[src/rtl/e203_dtcm_icb2ram_pkg.sv]
// Shared widths, FSM encoding and response bookkeeping for the DTCM ICB-to-SRAM bridge.
package e203_dtcm_icb2ram_pkg;

    localparam int unsigned E203_DTCM_RAM_AW = 13;
    localparam int unsigned E203_DTCM_RAM_DW = 32;
    localparam int unsigned E203_DTCM_RAM_MW = 4;
    localparam int unsigned LS_CNT_W         = 8;

    typedef enum logic [1:0] {
        ST_IDLE = 2'd0,
        ST_RSP  = 2'd1,
        ST_HOLD = 2'd2
    } icb_state_t;

    // What the outstanding response must return
    typedef struct packed {
        logic rd;
        logic err;
    } rsp_info_t;

endpackage

[src/rtl/e203_dtcm_icb2ram_if.sv]
// ICB command/response channel between a bus master and the DTCM bridge.
interface e203_dtcm_icb2ram_if #(
    parameter int unsigned AW = e203_dtcm_icb2ram_pkg::E203_DTCM_RAM_AW,
    parameter int unsigned DW = e203_dtcm_icb2ram_pkg::E203_DTCM_RAM_DW,
    parameter int unsigned MW = e203_dtcm_icb2ram_pkg::E203_DTCM_RAM_MW
) ();
    logic          icb_cmd_valid;
    logic          icb_cmd_ready;
    logic [AW+2:0] icb_cmd_addr;
    logic          icb_cmd_read;
    logic [DW-1:0] icb_cmd_wdata;
    logic [MW-1:0] icb_cmd_wmask;
    logic          icb_rsp_valid;
    logic          icb_rsp_ready;
    logic [DW-1:0] icb_rsp_rdata;
    logic          icb_rsp_err;

    modport master (
        output icb_cmd_valid, icb_cmd_addr, icb_cmd_read, icb_cmd_wdata, icb_cmd_wmask, icb_rsp_ready,
        input  icb_cmd_ready, icb_rsp_valid, icb_rsp_rdata, icb_rsp_err
    );

    modport slave (
        input  icb_cmd_valid, icb_cmd_addr, icb_cmd_read, icb_cmd_wdata, icb_cmd_wmask, icb_rsp_ready,
        output icb_cmd_ready, icb_rsp_valid, icb_rsp_rdata, icb_rsp_err
    );
endinterface

[src/rtl/e203_dtcm_ls_ctrl.sv]
// Idle counter and SRAM light-sleep control with a one-cycle wake-up window.
module e203_dtcm_ls_ctrl import e203_dtcm_icb2ram_pkg::*; #(
    parameter int unsigned LS_IDLE = 16
) (
    input  logic clk,
    input  logic rst_n,
    input  logic st_idle,
    input  logic cmd_valid,
    output logic ram_ls,
    output logic ls_active
);
    localparam logic [LS_CNT_W-1:0] LS_MAX = LS_CNT_W'(LS_IDLE);

    logic [LS_CNT_W-1:0] idle_cnt;
    logic                wake;

    assign ram_ls    = (idle_cnt == LS_MAX);
    assign ls_active = ram_ls | wake;

    // Count quiet idle cycles, saturating at the sleep threshold
    always_ff @(posedge clk or negedge rst_n) begin
        if (!rst_n) begin
            idle_cnt <= '0;
        end else if (st_idle && !cmd_valid) begin
            if (!ram_ls) begin
                idle_cnt <= idle_cnt + LS_CNT_W'(1);
            end
        end else begin
            idle_cnt <= '0;
        end
    end

    // Keep the bus stalled for the cycle in which the SRAM leaves light sleep
    always_ff @(posedge clk or negedge rst_n) begin
        if (!rst_n) begin
            wake <= 1'b0;
        end else begin
            wake <= ram_ls & cmd_valid;
        end
    end
endmodule

[src/rtl/e203_dtcm_icb2ram.sv]
// DTCM bridge: ICB commands to single-port SRAM with latency-1 responses and back-pressure hold.
module e203_dtcm_icb2ram import e203_dtcm_icb2ram_pkg::*; #(
    parameter int unsigned AW      = E203_DTCM_RAM_AW,
    parameter int unsigned DW      = E203_DTCM_RAM_DW,
    parameter int unsigned MW      = E203_DTCM_RAM_MW,
    parameter int unsigned LS_IDLE = 16
) (
    input  logic                   clk,
    input  logic                   rst_n,
    e203_dtcm_icb2ram_if.slave     icb,
    output logic                   ram_cs,
    output logic                   ram_we,
    output logic [AW-1:0]          ram_addr,
    output logic [MW-1:0]          ram_wem,
    output logic [DW-1:0]          ram_din,
    input  logic [DW-1:0]          ram_dout,
    output logic                   ram_ls,
    output logic                   ram_ds,
    output logic                   ram_sd
);
    icb_state_t    state;
    icb_state_t    state_nxt;
    rsp_info_t     rsp_info;
    logic [DW-1:0] hold_data;
    logic          ls_active;
    logic          in_range;
    logic          rsp_hs;
    logic          cmd_hs;
    logic          addr_lsb_unused;

    // Byte-offset bits are irrelevant for word-wide SRAM access
    assign addr_lsb_unused = ^icb.icb_cmd_addr[1:0];

    assign in_range          = ~icb.icb_cmd_addr[AW+2];
    assign rsp_hs            = (state != ST_IDLE) & icb.icb_rsp_ready;
    assign icb.icb_cmd_ready = ~ls_active & ((state == ST_IDLE) | rsp_hs);
    assign cmd_hs            = icb.icb_cmd_valid & icb.icb_cmd_ready;

    // SRAM strobes go out in the acceptance cycle so data returns next cycle
    assign ram_cs   = cmd_hs & in_range;
    assign ram_we   = ram_cs & ~icb.icb_cmd_read;
    assign ram_addr = icb.icb_cmd_addr[AW+1:2];
    assign ram_wem  = icb.icb_cmd_wmask;
    assign ram_din  = icb.icb_cmd_wdata;
    assign ram_ds   = 1'b0;
    assign ram_sd   = 1'b0;

    // State register
    always_ff @(posedge clk or negedge rst_n) begin
        if (!rst_n) begin
            state <= ST_IDLE;
        end else begin
            state <= state_nxt;
        end
    end

    // Next state and response outputs
    always_comb begin
        state_nxt         = state;
        icb.icb_rsp_valid = 1'b0;
        icb.icb_rsp_rdata = '0;
        icb.icb_rsp_err   = 1'b0;
        unique case (state)
            ST_IDLE: begin
                if (cmd_hs) state_nxt = ST_RSP;
            end
            ST_RSP: begin
                icb.icb_rsp_valid = 1'b1;
                icb.icb_rsp_rdata = rsp_info.rd ? ram_dout : '0;
                icb.icb_rsp_err   = rsp_info.err;
                if (icb.icb_rsp_ready) state_nxt = cmd_hs ? ST_RSP : ST_IDLE;
                else                   state_nxt = ST_HOLD;
            end
            ST_HOLD: begin
                icb.icb_rsp_valid = 1'b1;
                icb.icb_rsp_rdata = hold_data;
                icb.icb_rsp_err   = rsp_info.err;
                if (icb.icb_rsp_ready) state_nxt = cmd_hs ? ST_RSP : ST_IDLE;
            end
            default: state_nxt = ST_IDLE;
        endcase
    end

    // Remember what kind of response the accepted command needs
    always_ff @(posedge clk or negedge rst_n) begin
        if (!rst_n) begin
            rsp_info <= '0;
        end else if (cmd_hs) begin
            rsp_info <= '{rd: icb.icb_cmd_read & in_range, err: ~in_range};
        end
    end

    // Freeze read data when the master stalls, since ram_dout may move on
    always_ff @(posedge clk or negedge rst_n) begin
        if (!rst_n) begin
            hold_data <= '0;
        end else if ((state == ST_RSP) && !icb.icb_rsp_ready) begin
            hold_data <= rsp_info.rd ? ram_dout : '0;
        end
    end

    e203_dtcm_ls_ctrl #(.LS_IDLE(LS_IDLE)) u_ls_ctrl (
        .clk       (clk),
        .rst_n     (rst_n),
        .st_idle   (state == ST_IDLE),
        .cmd_valid (icb.icb_cmd_valid),
        .ram_ls    (ram_ls),
        .ls_active (ls_active)
    );
endmodule

[src/flat_wrapper.sv]
// flat-port wrapper written by rule: the top's interface ports become plain ports
module e203_dtcm_icb2ram_flat import e203_dtcm_icb2ram_pkg::*;
#(
    parameter int unsigned AW      = E203_DTCM_RAM_AW,
    parameter int unsigned DW      = E203_DTCM_RAM_DW,
    parameter int unsigned MW      = E203_DTCM_RAM_MW,
    parameter int unsigned LS_IDLE = 16
)
  (clk, rst_n, ram_cs, ram_we, ram_addr, ram_wem, ram_din, ram_dout, ram_ls, ram_ds, ram_sd, icb_icb_cmd_valid, icb_icb_cmd_addr, icb_icb_cmd_read, icb_icb_cmd_wdata, icb_icb_cmd_wmask, icb_icb_rsp_ready, icb_icb_cmd_ready, icb_icb_rsp_valid, icb_icb_rsp_rdata, icb_icb_rsp_err);
  e203_dtcm_icb2ram_if #(.AW(AW), .DW(DW), .MW(MW)) icb_i ();
  input  logic clk;
  input  logic rst_n;
  output logic ram_cs;
  output logic ram_we;
  output logic [AW-1:0] ram_addr;
  output logic [MW-1:0] ram_wem;
  output logic [DW-1:0] ram_din;
  input  logic [DW-1:0] ram_dout;
  output logic ram_ls;
  output logic ram_ds;
  output logic ram_sd;
  input wire logic [$bits(icb_i.icb_cmd_valid)-1:0] icb_icb_cmd_valid;
  input wire logic [$bits(icb_i.icb_cmd_addr)-1:0] icb_icb_cmd_addr;
  input wire logic [$bits(icb_i.icb_cmd_read)-1:0] icb_icb_cmd_read;
  input wire logic [$bits(icb_i.icb_cmd_wdata)-1:0] icb_icb_cmd_wdata;
  input wire logic [$bits(icb_i.icb_cmd_wmask)-1:0] icb_icb_cmd_wmask;
  input wire logic [$bits(icb_i.icb_rsp_ready)-1:0] icb_icb_rsp_ready;
  output wire logic [$bits(icb_i.icb_cmd_ready)-1:0] icb_icb_cmd_ready;
  output wire logic [$bits(icb_i.icb_rsp_valid)-1:0] icb_icb_rsp_valid;
  output wire logic [$bits(icb_i.icb_rsp_rdata)-1:0] icb_icb_rsp_rdata;
  output wire logic [$bits(icb_i.icb_rsp_err)-1:0] icb_icb_rsp_err;
  assign icb_i.icb_cmd_valid = icb_icb_cmd_valid;
  assign icb_i.icb_cmd_addr = icb_icb_cmd_addr;
  assign icb_i.icb_cmd_read = icb_icb_cmd_read;
  assign icb_i.icb_cmd_wdata = icb_icb_cmd_wdata;
  assign icb_i.icb_cmd_wmask = icb_icb_cmd_wmask;
  assign icb_i.icb_rsp_ready = icb_icb_rsp_ready;
  assign icb_icb_cmd_ready = icb_i.icb_cmd_ready;
  assign icb_icb_rsp_valid = icb_i.icb_rsp_valid;
  assign icb_icb_rsp_rdata = icb_i.icb_rsp_rdata;
  assign icb_icb_rsp_err = icb_i.icb_rsp_err;
  e203_dtcm_icb2ram #(.AW(AW), .DW(DW), .MW(MW), .LS_IDLE(LS_IDLE)) u_core (.clk(clk), .rst_n(rst_n), .icb(icb_i), .ram_cs(ram_cs), .ram_we(ram_we), .ram_addr(ram_addr), .ram_wem(ram_wem), .ram_din(ram_din), .ram_dout(ram_dout), .ram_ls(ram_ls), .ram_ds(ram_ds), .ram_sd(ram_sd));
endmodule
[config.mk]
export PLATFORM = sky130hd
export DESIGN_NAME = e203_dtcm_icb2ram_flat
export DESIGN_NICKNAME = d
export VERILOG_FILES = /design/src/rtl/e203_dtcm_icb2ram_pkg.sv /design/src/rtl/e203_dtcm_icb2ram_if.sv /design/src/rtl/e203_dtcm_ls_ctrl.sv /design/src/rtl/e203_dtcm_icb2ram.sv /design/src/flat_wrapper.sv
export SDC_FILE = /design/constraint.sdc
export NUM_CORES = 1
export LEC_CHECK = 0
export ABC_AREA = 1
export CAP_MARGIN = 0
export CORE_UTILIZATION = 38
export CTS_CLUSTER_DIAMETER = 100
export DETAILED_ROUTE_END_ITERATION = 8
export PLACE_DENSITY_LB_ADDON = 0.05
export SLEW_MARGIN = 30
export SYNTH_ARGS = -nofsm -noshare
export SYNTH_HDL_FRONTEND = slang
export SYNTH_SLANG_ARGS = --single-unit
[constraint.sdc]
create_clock -name clk -period 1.8 [get_ports clk]
set_clock_uncertainty 0.2 [all_clocks]
set_input_delay 0.18 -clock clk [delete_from_list [all_inputs] [get_ports clk]]
set_output_delay 0.18 -clock clk [all_outputs]
set_load 0.05 [all_outputs]
=== After elaboration in Yosys (flattened, before gate mapping) ===
Index checks and enable logic that the tools add are counted.
Widths: inputs -> output; s select.

* Add/subtract/negate cells: 1
* Equal/unequal tests: 6
* Multiplexer cells: 11
* Bitwise operators: 12
* Reductions and logical operators: 8

{| class="wikitable"
|+ Operators by type and width
! operator !! count
|-
| $pmux 32 s2 || 1
|-
| $mux 32 || 1
|-
| $mux 8 || 2
|-
| $add 8x1->8 const B || 1
|-
| $eq 8x5->1 const B || 1
|-
| $and 1x1->1 || 7
|-
| $mux 2 || 3
|-
| $pmux 2 s3 || 1
|-
| $ne 2x2->1 const B || 2
|-
| $mux 1 || 3
|-
| $not 1->1 || 3
|-
| $eq 2x1->1 const B || 1
|-
| $eq 2x2->1 const B || 1
|-
| $logic_and 1x1->1 || 2
|-
| $logic_not 1->1 || 2
|-
| $logic_not 2->1 || 1
|-
| $ne 2x1->1 const B || 1
|-
| $or 1x1->1 || 2
|-
| $reduce_and 2->1 || 1
|-
| $reduce_bool 2->1 || 1
|-
| $reduce_or 2->1 || 1
|}

* Register bits after elaboration: 45
* Bits of input ports: 89
* Output and inout port bits: 89

=== Logic depth before layout (Yosys ltp) ===
* Depth after elaboration: 8
* Gate-level depth with buffers: 10
* Depth with buffers taken out: 10

=== Modules after synthesis ===
A second synthesis with hierarchy kept.

* Cell total of the unflattened synthesis: 408
* Area total of the unflattened synthesis: 2,992.9 um2

{| class="wikitable"
|+ Modules (own cells, without submodules)
! module !! times used !! cells an instance !! area an instance (um2) !! sequential area each (um2)
|-
| e203_dtcm_icb2ram || 1 || 343 || 2,467.4 || 900.9
|-
| e203_dtcm_ls_ctrl || 1 || 65 || 525.5 || 225.2
|}

=== Worst setup path before layout ===
Ideal clock, no wire load.

* Kind: register -> output
* Start point: reg u_core.state[0]
* End point: out icb_icb_rsp_rdata[0]
* Data arrival time: 2,171 ps
* Setup slack: -751 ps
* Cell stages (with the launch flop): 6
* Path buffers: 1
* Cells stage by stage: dfrtp_1 inv_1 ha_1 inv_1 clkbuf_1 a21oi_1

* Cells in the longest elaborated chain, start to end: 2
* Elaborated cells on any way between the ends: 3
* Classes of those cells: eq/ne: 2; mux: 1

{| class="wikitable"
|+ RTL lines
! element !! line !! text
|-
| from (decl) || e203_dtcm_icb2ram.sv:21 || <nowiki>icb_state_t state;</nowiki>
|-
| from (signal assigned) || e203_dtcm_icb2ram.sv:53 || <nowiki>state <= state_nxt;</nowiki>
|-
| $eq 2x2->1 or $eq 2x1->1 (tied branches) || e203_dtcm_icb2ram.sv:63 || <nowiki>unique case (state)</nowiki>
|-
| $pmux 32 s2 (*) || e203_dtcm_icb2ram.sv:63 ||
|-
| to (decl) || flat_wrapper.sv:30 || <nowiki>output wire logic [$bits(icb_i.icb_rsp_rdata)-1:0] icb_icb_rsp_rdata;</nowiki>
|}

Mark *: on every way between the ends. The rest lies on a longest branch, timed or not.

=== Worst setup path after layout ===
* Start point: reg u_core.state[0]
* End point: out icb_icb_rsp_rdata[21]

Same word-level chain as after synthesis.

==> results.md <==
- Failing checks: negative setup slack
- Area Overhead vs Synth: 59.9%
- Inst Count DP: 514
- Tot GR Track Use: 0.205
- DIE AREA: 8120 sq um
- Clock period minus final worst setup slack: 2.07 ns
- Endpoints failing setup: 36
- Max Slew Vio Count: 0
- Die H: 90.1 um
- Final worst-path cycle share: 1.15
- Largest net degree at the start of global routing: 53
- Final setup TNS: -8.31 ns
- Detailed Routing Iterations Pass 1: 4
- Top Ports: 178
- CTS HTree Levels: 2
- Most used cell, CP: buf_12
- Final core occ: 0.640
- # diodes: 0
- Mean Syn Cell Area: 7.42 sq um
- RSZ-0062 raised after global routing: true
- VDD IR max: 0.670 mV
- Layout cells sized above 1: 0.328
- CTS Root Cell: clkbuf_8
- Nets: 533
- Core Box Area: 7370 sq um
- Mean routed wirelength per cell: 15.4 um
- Pwr dens: 1250 nW/um^2
- R2R Path Start: u_core.state[0]
- Starting Density: 0.401
- CTS Sinks: 45
- I/O Buffers: 75
- Commonest cells post-synth: nand2_1 (85), nand3_1 (68), buf_4 (51), dfrtp_1 (45), a21oi_1 (37)
- Crit-path cells: inv_4 -> buf_4 -> ha_4 -> buf_12 -> nand2_1 -> a21oi_4 -> buf_12
- Setup WS pre-CTS: -0.0216 ns
- Vias per inst: 5.12
- Syn. warnings: 0
- Clk slew on worst S/H paths: 0.08 ns
- HPWL after detailed placement: 5.31 mm
- Antenna Violating Nets Remaining: 0
- End point of the critical path: icb_icb_rsp_rdata[21]
- Via Count: 2757
- Post-synth top area cell: dfrtp_1
- DRT Wirelength: 8.28 mm
- Share of the synthesized area in the top cell type: 0.382
- Vias in the first global route: 2783
- Crit path from: u_core.state[0]
- Achievable Freq: 483 MHz
- Crit start category: register
- Flop-to-flop setup slack: 0.07 ns
- Worst stage delay on the critical path: 0.44 ns
- Global-route wire length before repair: 13.5 mm
- CP Max Fanout: 19
- Status: complete, but fails checks
- Synth async-reset ratio: 1.00
- Reg2reg end: u_core.hold_data[28]
- Hold Path Class: primary input to asynchronous set/reset pin
- # DRC: 0
- #FFs+latches synth: 45
- Setup Crit Path Kind: register to primary output
- Leakage: 1.91 nW
- Required @ worst endpoint: 1.42 ns
- Mapped Cells: 398
- Initial antenna violation count: 0
- Gr ovfl total: 0
- Yosys cell types: 22
- Mapped cell area: 2950 sq um
- CTS tree: built
- Clk Latency, worst-skew pair: 0.31 ns
- Initial detailed-routing violation count: 92
- Post-Layout Cell Count: 538
- Count leader, synth: nand2_1
- CTS max path bufs: 2
- Final Hold Fails: 0
- Die X: 90.1 um
- GPL Wtd Cong: 0.781
- Main flop type after synthesis: dfrtp_1
- EDFF count, synth: 0
- Row count: 31
- Critical Path AT: 1.69 ns
- CTS buffer count: 5
- Sequential share of the synthesized area: 0.382
- R2R depth: 8
- Critical path endpoint category: primary output
- Final worst slack: -0.269 ns
- Number of max-cap violations: 0
- Slowest-stage cell, CP: dfrtp_2
- Synth top area cells: dfrtp_1 (38%), buf_4 (13%), nand3_1 (12%), nand2_1 (11%), a21oi_1 (6.3%)
worst max-delay path: cells and delay by family (launching register included):
family	cells	cell delay [ns]
and+or+nand+nor	1	0.10
adders and majority gates	1	0.16
buffers and inverters	4	0.48
DFF	1	0.44
AOI/OAI and AO/OA	1	0.18
stage by stage:
stage	cell area (sq um)	hold WS, ns	power (mW)
floorplan	3410	-0.316	3.93
global placement	4340	-0.0132	4.70
detailed placement	4340	-0.0143	4.75
CTS	4640	0.160	5.83
global route	4720	0.160	6.20
finish	4720	0.160	5.88
worst min path at each step:
stage	start	end	cells after the start
floorplan	rst_n	u_core.hold_data[0]	0
global placement	rst_n	u_core.rsp_info[0]	2
detailed placement	rst_n	u_core.rsp_info[0]	2
CTS	icb_icb_cmd_addr[6]	ram_addr[4]	0
global route	icb_icb_cmd_addr[3]	ram_addr[1]	0
finish	rst_n	u_core.rsp_info[0]	3
cell type report:
cell class	instances	area [sq um]
multi-input cells	257	1720
repair buffers	110	1540
clock inverters	1	30.0
fillers	650	2650
inverters	19	86.3
flip-flops and latches	45	1130
well taps	99	124
clock buffers	7	86.3
power breakdown:
group          total, mW  internal, mW  switching, mW
clock network      0.821         0.453          0.368
registers           1.53          1.35          0.178
logic               3.53          1.46           2.06
total               5.88          3.27           2.61
placed cells by master, fill, tap and decap left out, drive strengths merged, types with 2 or more instances in the layout:
| cell | Yosys | routed |
|---|---|---|
| nand2 | 86 | 86 |
| buf | 64 | 73 |
| nand3 | 69 | 69 |
| dfrtp | 45 | 45 |
| a21oi | 37 | 37 |
| o21ai | 37 | 37 |
| clkdlybuf4s50 | 0 | 36 |
| inv | 19 | 19 |
| nor2 | 15 | 15 |
| clkbuf | 14 | 7 |
| ha | 6 | 6 |
| o21a | 2 | 2 |
| conb | 1 | 2 |
cell families (layout without fill, tap and decap cells):
group / Yosys count / after routing / share of synthesized area
AOI/OAI and AO/OA: 78 / 78 / 0.136
xor gates and xnor gates: 1 / 1 / 0.00297
adders and majority gates: 6 / 6 / 0.0254
buffers and inverters: 97 / 137 / 0.194
DFF: 45 / 45 / 0.382
other: 1 / 2 / 0.00127
and+or+nand+nor: 170 / 170 / 0.259
flip-flops by register name, summed over array words and instances (netlist names):
signal	count
u_core.hold_data	32
u_core.rsp_info	2
u_core.state	2
u_core.u_ls_ctrl.idle_cnt	8
u_core.u_ls_ctrl.wake	1
routing by layer:
metal  global-route usage  share of wire  wire length, um  vias to the layer above
li1                     -              -                -                     1336
met1                0.245           0.43             3590                     1326
met2                0.368           0.50             4120                       64
met3               0.0482          0.047              388                       31
met4               0.0551          0.022              184                        0
met5                    0              0                0                        -
repair_timing:
action                     4_1_cts  5_1_grt
hold endpoints to repair        45        0
setup endpoints to repair       53       71
pin swaps                        9       10
cloned                           1        0
hold buffers                     1        0
resized for setup               18       13
setup buffers                   10        4
(Power assumes the default switching activity.)
